**config.mk**
```make
export PLATFORM = sky130hd
export DESIGN_NAME = bcd_to_bin_seq_flat
export DESIGN_NICKNAME = d
export VERILOG_FILES = /design/src/rtl/bcd_to_bin_seq_if.sv /design/src/rtl/bcd_to_bin_seq.sv /design/src/flat_wrapper.sv
export SDC_FILE = /design/constraint.sdc
export NUM_CORES = 1
export LEC_CHECK = 0
export ABC_CLOCK_PERIOD_IN_PS = 1500
export CORE_MARGIN = 2
export CORE_UTILIZATION = 46
export DETAILED_ROUTE_END_ITERATION = 6
export PLACE_DENSITY = 0.74
export SYNTH_ARGS = -nofsm -noshare
export SYNTH_HDL_FRONTEND = slang
export SYNTH_SLANG_ARGS = --single-unit
```
**constraint.sdc**
```tcl
create_clock -name clk -period 1.5 [get_ports clk]
set_input_delay 0.225 -clock clk [delete_from_list [all_inputs] [get_ports clk]]
set_output_delay 0.225 -clock clk [all_outputs]
set_load 0.005 [all_outputs]
```
**src/rtl/bcd_to_bin_seq_if.sv**
```systemverilog
// Start/busy/done handshake bundle for bcd_to_bin_seq.
// Handshake: start+bcd_in are taken on any rising edge where busy=0; done pulses one cycle with results, which then hold until the next accepted start.
interface bcd_to_bin_seq_if #(
   parameter int DIGITS = 3,
   parameter int BIN_W  = 10
);
   logic                  start;
   logic [4*DIGITS-1:0]   bcd_in;
   logic                  busy;
   logic                  done;
   logic [BIN_W-1:0]      bin_out;
   logic                  ovf;
   logic                  err;
   logic [1:0]            fsm_state;

   modport master (
      output start, bcd_in,
      input  busy, done, bin_out, ovf, err, fsm_state
   );

   modport slave (
      input  start, bcd_in,
      output busy, done, bin_out, ovf, err, fsm_state
   );
endinterface

```
**src/rtl/bcd_to_bin_seq.sv**
```systemverilog
// Sequential BCD-to-binary converter (reverse double-dabble), one result bit per clock.
// Optional input-digit validation enabled by defining BCD2BIN_CHECK_EN.
module bcd_to_bin_seq #(
   parameter int DIGITS = 3,
   parameter int BIN_W  = 10
) (
   input logic             clk,
   input logic             rst_n,
   bcd_to_bin_seq_if.slave bus
);
   localparam int DW = 4 * DIGITS;
   localparam int CW = $clog2(BIN_W + 1);

   typedef enum logic [1:0] {
      IDLE = 2'd0,
      CONV = 2'd1,
      DONE = 2'd2
   } state_t;

   state_t              state_q, state_d;
   logic [DW-1:0]       d_q, d_d, d_sh, d_adj;
   logic [BIN_W-1:0]    b_q, b_d, b_sh;
   logic [BIN_W-1:0]    bin_q, bin_d;
   logic [CW-1:0]       cnt_q, cnt_d;
   logic                ovf_q, ovf_d;
   logic                err_q, err_d;
   logic [DW+BIN_W-1:0] shifted;
   logic                bad_digit;

   // One step: {D,B} moves right, then every D nibble >= 8 drops by 3 so D stays BCD of the halved value.
   assign shifted = {d_q, b_q} >> 1;
   assign d_sh    = shifted[DW+BIN_W-1:BIN_W];
   assign b_sh    = shifted[BIN_W-1:0];

   always_comb begin
      d_adj = d_sh;
      for (int i = 0; i < DIGITS; i++) begin
         if (d_sh[4*i+3]) d_adj[4*i +: 4] = d_sh[4*i +: 4] - 4'd3;
      end
   end

`ifdef BCD2BIN_CHECK_EN
   always_comb begin
      bad_digit = 1'b0;
      for (int i = 0; i < DIGITS; i++) begin
         if (bus.bcd_in[4*i +: 4] > 4'd9) bad_digit = 1'b1;
      end
   end
`else
   assign bad_digit = 1'b0;
`endif

   always_comb begin
      state_d = state_q;
      d_d     = d_q;
      b_d     = b_q;
      cnt_d   = cnt_q;
      bin_d   = bin_q;
      ovf_d   = ovf_q;
      err_d   = err_q;
      case (state_q)
         IDLE, DONE: begin
            if (bus.start) begin
               d_d   = bus.bcd_in;
               b_d   = '0;
               cnt_d = '0;
               ovf_d = 1'b0;
               err_d = 1'b0;
               if (bad_digit) begin
                  bin_d   = '0;
                  err_d   = 1'b1;
                  state_d = DONE;
               end else begin
                  state_d = CONV;
               end
            end else begin
               state_d = IDLE;
            end
         end
         CONV: begin
            d_d   = d_adj;
            b_d   = b_sh;
            cnt_d = cnt_q + CW'(1);
            if (cnt_q == CW'(BIN_W - 1)) begin
               bin_d   = b_sh;
               ovf_d   = |d_adj;
               state_d = DONE;
            end
         end
         default: state_d = IDLE;
      endcase
   end

   always_ff @(posedge clk or negedge rst_n) begin
      if (!rst_n) begin
         state_q <= IDLE;
         d_q     <= '0;
         b_q     <= '0;
         cnt_q   <= '0;
         bin_q   <= '0;
         ovf_q   <= 1'b0;
         err_q   <= 1'b0;
      end else begin
         state_q <= state_d;
         d_q     <= d_d;
         b_q     <= b_d;
         cnt_q   <= cnt_d;
         bin_q   <= bin_d;
         ovf_q   <= ovf_d;
         err_q   <= err_d;
      end
   end

   assign bus.busy      = (state_q == CONV);
   assign bus.done      = (state_q == DONE);
   assign bus.bin_out   = bin_q;
   assign bus.ovf       = ovf_q;
   assign bus.err       = err_q;
   assign bus.fsm_state = state_q;
endmodule

```
**src/flat_wrapper.sv**
```systemverilog
// flat-port wrapper written by rule: the top's interface ports become plain ports
module bcd_to_bin_seq_flat 
#(
   parameter int DIGITS = 3,
   parameter int BIN_W  = 10
)
  (clk, rst_n, bus_start, bus_bcd_in, bus_busy, bus_done, bus_bin_out, bus_ovf, bus_err, bus_fsm_state);
  bcd_to_bin_seq_if #(.DIGITS(DIGITS), .BIN_W(BIN_W)) bus_i ();
  input logic clk;
  input logic rst_n;
  input wire logic [$bits(bus_i.start)-1:0] bus_start;
  input wire logic [$bits(bus_i.bcd_in)-1:0] bus_bcd_in;
  output wire logic [$bits(bus_i.busy)-1:0] bus_busy;
  output wire logic [$bits(bus_i.done)-1:0] bus_done;
  output wire logic [$bits(bus_i.bin_out)-1:0] bus_bin_out;
  output wire logic [$bits(bus_i.ovf)-1:0] bus_ovf;
  output wire logic [$bits(bus_i.err)-1:0] bus_err;
  output wire logic [$bits(bus_i.fsm_state)-1:0] bus_fsm_state;
  assign bus_i.start = bus_start;
  assign bus_i.bcd_in = bus_bcd_in;
  assign bus_busy = bus_i.busy;
  assign bus_done = bus_i.done;
  assign bus_bin_out = bus_i.bin_out;
  assign bus_ovf = bus_i.ovf;
  assign bus_err = bus_i.err;
  assign bus_fsm_state = bus_i.fsm_state;
  bcd_to_bin_seq #(.DIGITS(DIGITS), .BIN_W(BIN_W)) u_core (.clk(clk), .rst_n(rst_n), .bus(bus_i));
endmodule
```
; After elaboration in Yosys (flattened, before gate mapping)
; Index checks and enable logic that the tools add are counted.
[op_classes]
n_addsub = 3
eq_ne = 5
muxes = 14
reduce_logical = 7
[ops]
columns = operator, count
row1 = $pmux 12 s2, 1
row2 = $pmux 10 s2, 1
row3 = $mux 12, 1
row4 = $mux 4, 3
row5 = $reduce_or 11->1, 1
row6 = $mux 10, 1
row7 = $pmux 4 s2, 1
row8 = $sub 4x2->4 const B, 2
row9 = $add 4x1->4 const B, 1
row10 = $eq 4x4->1 const B, 1
row11 = $pmux 2 s2, 1
row12 = $reduce_and 2->1, 2
row13 = $mux 1, 3
row14 = $reduce_and 3->1, 1
row15 = $eq 2x1->1 const B, 1
row16 = $eq 2x2->1 const B, 1
row17 = $logic_not 2->1, 1
row18 = $mux 2, 1
row19 = $ne 2x1->1 const B, 1
row20 = $ne 2x2->1 const B, 1
row21 = $pmux 1 s2, 1
row22 = $reduce_bool 2->1, 1
row23 = $reduce_or 2->1, 1
[totals]
reg_bits = 39
output_inout_bits = 16
elab_cells = 35

; Depth between registers and ports, before layout
; Gate-level depths: netlist (run 1).
[depth]
word_depth = 5
mapped_depth = 7
ltp_nobuf = 6

; Worst setup path before layout (run 1)
; OpenSTA, ideal clock, no wires.
[synth_timing]
path_type = flip-flop to flip-flop
startpoint = reg u_core.state_q[1] (netlist: u_core.bus.fsm_state[1])
endpoint = reg u_core.bin_q[3] (netlist: u_core.bus.bin_out[3])
setup_time_ns = 0.125
arrival_time_ns = 1.363
setup_slack_ns = 0.012
stages_incl_launch_ff = 6
n_path_buf = 2
synth_period_minus_slack_ns = 1.488
cell_sequence = dfrtp_1 > nand2b_4 > buf_6 > nor3_4 > buf_6 > mux2_2
[synth_via]
elab_chain_len = 2
[synth_rtl]
columns = item, line
row1 = "start, declared", bcd_to_bin_seq.sv:20  ; state_t state_q, state_d;
row2 = "start signal, assigned", bcd_to_bin_seq.sv:104  ; state_q <= state_d;
row3 = $eq 2x1->1, bcd_to_bin_seq.sv:61  ; case (state_q)
row4 = $reduce_and 2->1 (no source line), n/a
row5 = "end signal, assigned", bcd_to_bin_seq.sv:108  ; bin_q <= bin_d;
row6 = "end, declared", bcd_to_bin_seq.sv:23  ; logic [BIN_W-1:0] bin_q, bin_d;
; Every way passes these cells.
; A chain may end at the register's enable or synchronous reset.

; Worst setup path after layout (run 1)
[layout_timing]
startpoint = reg u_core.state_q[1] (netlist: u_core.bus.fsm_state[1])
endpoint = reg u_core.bin_q[4] (netlist: u_core.bus.bin_out[4])
; Same word-level chain as after synthesis.

==> results of run 1 <==
[cell type report]
class,instances,area [um2]
fill,283,1180
sequential,38,951
multi-input combinational,89,671
timing repair buffer,48,469
tap,46,57.6
clock inverter,3,40.0
clock buffer,5,37.5
inverter,3,13.8
[worst max-delay path by stage]
stage	endpoint	cells past startpoint
floorplan	u_core.bus.bin_out[3]	5
detailed placement	u_core.d_q[8]	5
CTS	u_core.bus.bin_out[4]	6
global placement	u_core.d_q[7]	5
global route	u_core.bus.bin_out[1]	5
finish	u_core.bus.bin_out[4]	5
[power breakdown]
group	switching, mW	internal (mW)
registers	0.375	1.48
clock network	0.338	0.345
logic	0.860	1.18
[critical path, stage by stage (launching register included)]
cell      delay, ns
dfrtp_1        0.40
nand2b_4       0.17
buf_6          0.13
nor3_4         0.22
buf_12         0.16
mux2_2         0.33
[state kept, by name, indices dropped and copies added (netlist names)]
| signal | flops |
|---|---|
| u_core.bus.bin_out | 10 |
| u_core.b_q | 9 |
| u_core.cnt_q | 4 |
| u_core.bus.fsm_state | 2 |
| u_core.d_q | 12 |
| u_core.bus.ovf | 1 |
[synth_stat cells]
cell	count
dfrtp_1	38
o21ai_0	11
a22o_1	10
mux2_2	10
nand2_1	10
a22oi_1	6
a221o_1	4
buf_2	4
ha_1	4
nand3_1	4
nor2_1	4
xnor2_1	4
nor3_1	3
a21oi_1	2
and2b_1	2
buf_6	2
inv_1	2
mux2i_1	2
nand4_1	2
nor2b_1	2
a31oi_1	1
and2_1	1
buf_4	1
clkbuf_1	1
conb_1	1
inv_2	1
nand2b_1	1
nand2b_4	1
nand4b_1	1
nor2_2	1
nor3_4	1
nor3b_1	1
[layer usage]
metal | global-route usage | share of wire | vias to the layer above
li1 | - | - | 591
met1 | 0.253 | 0.43 | 633
met2 | 0.309 | 0.48 | 42
met3 | 0.0616 | 0.062 | 9
met4 | 0.0771 | 0.023 | 0
met5 | 0 | 0 | -
[logic make-up (layout without fill, tap and decap cells)]
family	Yosys count	after routing
multiplexers	12	12
flip-flops	38	38
AND/OR/NAND/NOR	34	34
buffers and inverters	11	59
other	1	1
AO/OA/AOI/OAI	34	34
adder cells (fa/ha/maj)	4	4
XOR/XNOR	4	4
[repair_timing]
action	CTS	global route
endpoints found under the setup margin	12	19
pin swaps	1	5
buffers inserted	4	2
hold buffers	1	0
hold endpoints to repair	38	0
gates resized for setup	7	9
[per-stage QoR]
stage               cell area [um2]  setup TNS (ns)
finish                         2240         -0.0908
global route                   2240          -0.645
CTS                            2200          -0.332
detailed placement             2080        -0.00724
global placement               2080               0
floorplan                      1670               0
==> reports/results.ini, run 1 <==
[sta]
timing.hold.ws_ns=0.441
finClkSkew_ns=0.00529
rsz0062_at_grt=true
finalMaxSlewViolations=0
postLayoutSetupSlackWorst_ns=-0.0178
fin_crit_ns=1.52
fmax_mhz=659
hold_viol_final=0
setup_viol_count_final=10
finalCritPeriodShare=1.01

[routing]
detail_route.iter0.violations=129
wire_per_inst_um=15.2
routed_via_density=5.50
dr_total_vias=1275
ant_nets=0
drt-pass1-iter-count=4
drc=0
routed_wl_um=3520

[clocking]
cts.path.max_buffers=2
clk_pin_slew_ns=0.11
cts_root_buf=clkbuf_4
cts_tree=done
htreeDepth=2
insertion_delay_ns=0.35
clkSinkCount=38
cts_buffers=5

[final_layout]
layout_common_cells=dfrtp_1 (38), clkdlybuf4s50_1 (19), buf_4 (15)
post-route-util=0.656
synthToLayoutAreaGrowth_pct=33.8
final_common_cell=dfrtp_1
fin_cells=232
layout-drive-gt1-share=0.237
diodes=0
layout.nets=204

[synth]
synth_xor_xnor_area_share=0.0209
netlist_instances=138
ys_ff_latch=38
synth_top_area_cell=dfrtp_1
synth.avg_cell_area_um2=12.1
synth_top_cells_by_area=dfrtp_1 (57%), mux2_2 (6.7%), a22o_1 (5.2%)
synthesis.area_um2=1670
synth_adder_area_share=0.0299
yosysSeqAreaShare=0.568
synth_top_area_share=0.568
syn_nets=157
yosysWarnings=0
synth_compound_area_frac=0.146
yosys.area_share.simple=0.115
synth_top_family_by_area=compound AO/OA/AOI/OAI gates
synth_cell_types=32
synthMuxAreaShare=0.0792

[global_routing]
antenna_found_initial=0
grt.total_usage=0.196
grt_max_degree=39
grt_pass1_vias=1286
grt_overflow=0
grt_pass1_wl_um=6130

[outcome]
status=complete, but fails checks
violations=negative setup slack

[floorplanning]
fp.dieW_um=64.3
start_util=0.490
io_pins=31
die_y_um=64.3
rows=21
die_area_um2=4140
core_um2=3420

[critical_path]
rrSetupSlack_ns=-0.02
crit_path_max_fanout=10
crit_type=flop to flop
setup.worst_path.start_class=flop
endpoint_kind=flop
worstPathArrival_ns=1.76
r2r_cells=5
r2r_end=u_core.bus.bin_out[4]
critical_path.startpoint=u_core.bus.fsm_state[1]
cp.required_ns=1.74
worstReg2RegStart=u_core.bus.fsm_state[1]

[place]
dp.cells=217
place.gp.congestion=0.886
hpwl_um=2310
dpl_worst_slack_ns=-0.00638
io_buffers=29

[pwr]
peakVddDrop_uv=911
p_leak_nw=1.06
totalPowerFinal_mw=4.58
pwr_density_cell_nw_per_um2=2040

[min_path]
hold_path_class=input pin to asynchronous set/reset pin

[job]
cap_violations=0

(Power assumes the default switching activity.)
==> run 2, diff against run 1 <==
--- a/config.mk
+++ b/config.mk
@@ -5,7 +5,7 @@
 export SDC_FILE = /design/constraint.sdc
 export NUM_CORES = 1
 export LEC_CHECK = 0
-export ABC_CLOCK_PERIOD_IN_PS = 1500
+export ABC_CLOCK_PERIOD_IN_PS = 1300
 export CORE_MARGIN = 2
 export CORE_UTILIZATION = 46
 export DETAILED_ROUTE_END_ITERATION = 6
==> constraint.sdc (replaced) <==
create_clock -name clk -period 1.3 [get_ports clk]
set_input_delay 0.195 -clock clk [delete_from_list [all_inputs] [get_ports clk]]
set_output_delay 0.195 -clock clk [all_outputs]
set_load 0.005 [all_outputs]
==> run 2 against run 1 <==
  * Via count is 4.5% higher
  * Critical path type unchanged
  * Maximum frequency down 1.1%
  * Die area is the same
  * Highest routed layer unchanged
  * Power rose by 34%
  * The flow still finishes with violations (negative setup slack)
  * Largest cell class unchanged
  * Final cell count rose by 6.0%
  * Sequential power grew 14%
  * Register-to-register slack worse by 0.22 ns
  * Hold slack worse by 0.24 ns
  * Sequential cell count unchanged
==> reports/results.ini, run 2 (synthesis gave the netlist of run 1 again) <==
[outcome]
status=complete, but fails checks
violations=negative setup slack

[routing]
routed_wl_um=3970  ; +13%
ant_nets=0  ; unchanged
detail_route.iter0.violations=86  ; -33%
drt-pass1-iter-count=4  ; unchanged
routed_via_density=5.42  ; -1.4%
drc=0  ; unchanged
wire_per_inst_um=16.1  ; +6.2%
dr_total_vias=1333  ; +4.5%

[sta]
finClkSkew_ns=0.0188  ; +0.0135 ns
finalMaxSlewViolations=0  ; unchanged
fmax_mhz=652  ; -1.1%
finalCritPeriodShare=1.18  ; +0.169
rsz0062_at_grt=true
hold_viol_final=0  ; unchanged
finalSetupTns_ns=-5.44  ; -5.35 ns
fin_crit_ns=1.53  ; +0.0170 ns
postLayoutSetupSlackWorst_ns=-0.235  ; -0.217 ns
setup_viol_count_final=37  ; +27

[critical_path]
rrSetupSlack_ns=-0.23  ; -0.22 ns
setup.worst_path.start_class=flop
r2r_cells=5  ; unchanged
cp.required_ns=1.53  ; -0.21 ns
worstReg2RegStart=u_core.bus.fsm_state[1]
worstPathArrival_ns=1.77  ; about the same
crit_family=flip-flops
r2r_end=u_core.bus.bin_out[9]
critPathBufInv=2  ; unchanged
cp.depth=5  ; unchanged
crit_end=u_core.bus.bin_out[9]
critical_path.startpoint=u_core.bus.fsm_state[1]
endpoint_kind=flop
crit_type=flop to flop
critPathMaxStageDelay_ns=0.42  ; +0.02 ns
crit_path_max_fanout=10  ; unchanged
crit_chain=buf_6, nand2b_4, nor3_4, buf_12, mux2_2
cp_slowest_cell=dfrtp_1

[clocking]
hold_buffers=0  ; -1
clk_pin_slew_ns=0.13  ; +0.02 ns
cts.path.max_buffers=2  ; unchanged
insertion_delay_ns=0.35  ; about the same
clkSinkCount=38  ; unchanged
cts_buffers=5  ; unchanged
htreeDepth=2  ; unchanged
cts_tree=done
cts_root_buf=clkbuf_4

[floorplanning]
io_pins=31  ; unchanged
start_util=0.490  ; unchanged
die_area_um2=4140  ; unchanged
core_um2=3420  ; unchanged
fp.dieW_um=64.3  ; unchanged
die_y_um=64.3  ; unchanged
rows=21  ; unchanged

[place]
place.gp.congestion=0.857  ; -3.3%
io_buffers=29  ; unchanged
hpwl_um=2450  ; +6.0%

[pwr]
totalPowerFinal_mw=6.11  ; +34%
pwr_density_cell_nw_per_um2=2420  ; +19%
peakVddDrop_uv=1230  ; +35%
p_leak_nw=1.16  ; +9.5%

[final_layout]
synthToLayoutAreaGrowth_pct=50.7
final_common_cell=dfrtp_1
diodes=0  ; unchanged
layout.nets=218  ; +6.9%
largest_register_ffs=12  ; unchanged
layout-drive-gt1-share=0.410  ; +0.173
largest-register=u_core.d_q
layout_common_cells=dfrtp_1 (38), buf_4 (16), clkdlybuf4s50_1 (14)

[job]
cap_violations=0  ; unchanged

[global_routing]
grt_overflow=0  ; unchanged
grt_max_degree=39  ; unchanged
grt.total_usage=0.206  ; +0.00990
grt_pass1_vias=1395  ; +8.5%
grt_pass1_wl_um=6460  ; +5.4%
antenna_found_initial=0  ; unchanged

[min_path]
hold_path_class=input pin to asynchronous set/reset pin

run 2: how the worst min path moves through the flow:
stage	from	endpoint	slack [ns]	cells past startpoint
finish	rst_n	u_core.b_q[2]	0.20	2
global route	rst_n	u_core.d_q[6]	0.22	2
CTS	rst_n	u_core.b_q[2]	0.21	2
detailed placement	u_core.bus.bin_out[2]	u_core.bus.bin_out[2]	0.50	1
global placement	u_core.d_q[9]	u_core.d_q[9]	0.49	2
floorplan	rst_n	u_core.b_q[1]	-0.10	0
run 2: layout make-up:
type | count | area [um2]
inverter | 3 | 23.8
clock buffer | 6 | 51.3
tap | 46 | 57.6
clock inverter | 2 | 12.5
timing repair buffer | 62 | 649
sequential | 38 | 951
multi-input combinational | 89 | 777
fill | 239 | 893
run 2: what timing repair did:
action,CTS,global route
resized for setup,40,37
setup buffers,9,2
setup endpoints to repair,41,39
hold endpoints to repair,0,0
gates cloned,0,2
pin swaps,4,14
run 2: stage by stage:
step | instances | hold slack (ns) | worst slack, ns | cell area [um2] | util
finish | 246 | 0.203 | -0.235 | 2520 | 0.738
global route | 246 | 0.225 | -0.293 | 2520 | 0.738
CTS | 242 | 0.211 | -0.239 | 2310 | 0.676
detailed placement | 226 | 0.496 | -0.200 | 2180 | 0.638
global placement | 226 | 0.487 | -0.175 | 2180 | 0.638
floorplan | 138 | -0.101 | -0.184 | 1680 | -
run 2: routing by layer:
metal	vias up	track usage	wire length, um
met5	-	0	0
met1	652	0.264	1690
li1	621	-	-
met4	0	0.0878	121
met2	50	0.329	1930
met3	10	0.0563	224
run 2: where the power goes:
group / leakage [nW] / internal, mW / total (mW) / switching [mW]
Combinational: 0.646 / 1.93 / 3.33 / 1.41
Sequential: 0.479 / 1.71 / 2.12 / 0.408
Clock: 0.0343 / 0.260 / 0.663 / 0.402
==> run 3, diff against run 2 <==
--- a/config.mk
+++ b/config.mk
@@ -6,10 +6,12 @@
 export NUM_CORES = 1
 export LEC_CHECK = 0
 export ABC_CLOCK_PERIOD_IN_PS = 1300
+export CAP_MARGIN = 5
 export CORE_MARGIN = 2
-export CORE_UTILIZATION = 46
+export CORE_UTILIZATION = 55
 export DETAILED_ROUTE_END_ITERATION = 6
-export PLACE_DENSITY = 0.74
+export DONT_BUFFER_PORTS = 1
+export PLACE_DENSITY = 0.73
 export SYNTH_ARGS = -nofsm -noshare
 export SYNTH_HDL_FRONTEND = slang
 export SYNTH_SLANG_ARGS = --single-unit
==> run 3 against run 2 <==
  * Sequential share of layout area is 3.5 points higher
  * Maximum frequency up 2.7%
  * First-iteration DRC count is 51% lower
  * Largest cell class unchanged
  * Highest routed layer unchanged
  * Non-clock buffer count down 20
  * Largest power group unchanged
  * The run still ends with negative setup slack left
  * Sequential power up 4%
  * Critical path type unchanged
==> reports/results.ini, run 3 (synthesis gave the netlist of run 1 again) <==
[global_routing]
grt_pass1_vias=1293  ; -7.3%
antenna_found_initial=0  ; unchanged
grt_pass1_wl_um=6230  ; -3.5%
grt.total_usage=0.248  ; +0.0416
grt_max_degree=39  ; unchanged
grt_overflow=0  ; unchanged

[routing]
routed_wl_um=4240  ; +6.8%
routed_via_density=6.05  ; +12%
detail_route.iter0.violations=42  ; -51%
wire_per_inst_um=20.0  ; +24%
drt-pass1-iter-count=4  ; unchanged
ant_nets=0  ; unchanged
drc=0  ; unchanged
dr_total_vias=1282  ; -3.8%

[sta]
fmax_mhz=669  ; +2.7%
finClkSkew_ns=0.0119  ; -0.00696 ns
setup_viol_count_final=33  ; -11%
fin_crit_ns=1.49  ; -0.0409 ns
timing.hold.ws_ns=0.0243  ; -0.178 ns
finalMaxSlewViolations=0  ; unchanged
hold_viol_final=0  ; unchanged
postLayoutSetupSlackWorst_ns=-0.194  ; +0.0409 ns
rsz0062_at_grt=true
finalCritPeriodShare=1.15  ; -0.0315

[floorplanning]
rows=20  ; -4.8%
die_y_um=59.2  ; -8.0%
io_pins=31  ; unchanged
die_area_um2=3500  ; -15%
start_util=0.562  ; +0.0721
fp.dieW_um=59.2  ; -8.0%
core_um2=2980  ; -13%

[final_layout]
layout.nets=198  ; -9.2%
diodes=0  ; unchanged
largest_register_ffs=12  ; unchanged
final_common_cell=dfrtp_1
largest-register=u_core.d_q
synthToLayoutAreaGrowth_pct=38.2
layout-drive-gt1-share=0.374  ; -0.0357
post-route-util=0.777  ; +0.0384
layout_common_cells=dfrtp_1 (37), buf_4 (17), dlygate4sd3_1 (12)

[critical_path]
crit_path_max_fanout=7  ; -3
crit_type=flop to flop
endpoint_kind=flop
r2r_cells=6  ; +1
setup.worst_path.start_class=flop
worstPathArrival_ns=1.73  ; -0.04 ns
cp.required_ns=1.53  ; about the same

[clocking]
cts_root_buf=clkbuf_4
htreeDepth=2  ; unchanged
clkSinkCount=38  ; unchanged
clk_pin_slew_ns=0.10  ; -0.03 ns
cts_tree=done
insertion_delay_ns=0.35  ; about the same
cts.path.max_buffers=2  ; unchanged
cts_buffers=5  ; unchanged

[place]
hpwl_um=2420  ; -1.3%
place.gp.congestion=0.780  ; -9.0%
io_buffers=0  ; -100%
dpl_worst_slack_ns=-0.185  ; +0.0145 ns

[pwr]
p_leak_nw=1.07  ; -7.8%
peakVddDrop_uv=1720  ; +40%
pwr_density_cell_nw_per_um2=2580  ; +6.3%

[min_path]
whs_path_depth=1
hold_path_class=input pin to flop

[outcome]
status=complete, but fails checks
violations=negative setup slack

[job]
cap_violations=0  ; unchanged

==> run 3: per-layer routing <==
layer	up-vias	track usage	wire length, um
met5	-	0	0
met4	0	0.101	110
met3	12	0.0721	196
met2	35	0.394	2120
met1	659	0.319	1810
li1	576	-	-
==> run 3: path summary, 6_finish.rpt <==
kind	to	startpoint	slack, ns
min in group asynchronous	u_core.bus.fsm_state[1]	rst_n	0.28
worst max-delay path	u_core.bus.bin_out[4]	u_core.cnt_q[1]	-0.19
worst max register to register	u_core.bus.bin_out[4]	u_core.cnt_q[1]	-0.19
max in group asynchronous	u_core.b_q[4]	rst_n	0.82
worst min-delay path	u_core.d_q[0]	bus_bcd_in[0]	0.02
worst min register to register	u_core.b_q[1]	u_core.b_q[1]	0.52
==> run 3: metrics by stage <==
stage | total power, mW | TNS (ns) | area, um2 | instances
3_3_place_gp | 4.04 | -1.46 | 1840 | 184
5_1_grt | 6.28 | -5.20 | 2310 | 212
4_1_cts | 5.56 | -2.41 | 2190 | 204
2_1_floorplan | 3.42 | -1.44 | 1680 | 138
3_5_place_dp | 4.17 | -2.02 | 1840 | 184
6_report | 5.96 | -3.31 | 2310 | 212
==> run 3: power breakdown <==
group	total [mW]	internal, mW	leakage, nW	switching (mW)
sequential	2.21	1.71	0.478	0.493
clock	0.828	0.448	0.0443	0.381
combinational	2.93	1.64	0.547	1.29
total	5.96	3.80	1.07	2.16
==> run 3: cell type report <==
type	instances	area [um2]
multi-input combinational	89	766
timing repair buffer	42	457
tap	33	41.3
fill	161	664
clock buffer	6	51.3
sequential	38	952
clock inverter	1	30.0
inverter	3	16.3
==> run 3: timing repair <==
item	CTS	global route
endpoints found under the setup margin	26	37
hold endpoints to repair	46	3
gates resized for setup	34	14
pin swaps	2	7
gates cloned	2	2
buffers inserted	1	3
hold buffers	10	3
==> run 3: critical path, stage by stage (launching register included) <==
cell,delay [ns]
dfrtp_1,0.40
inv_1,0.06
ha_1,0.15
nand2_2,0.08
nor3_4,0.19
buf_6,0.19
mux2_4,0.31
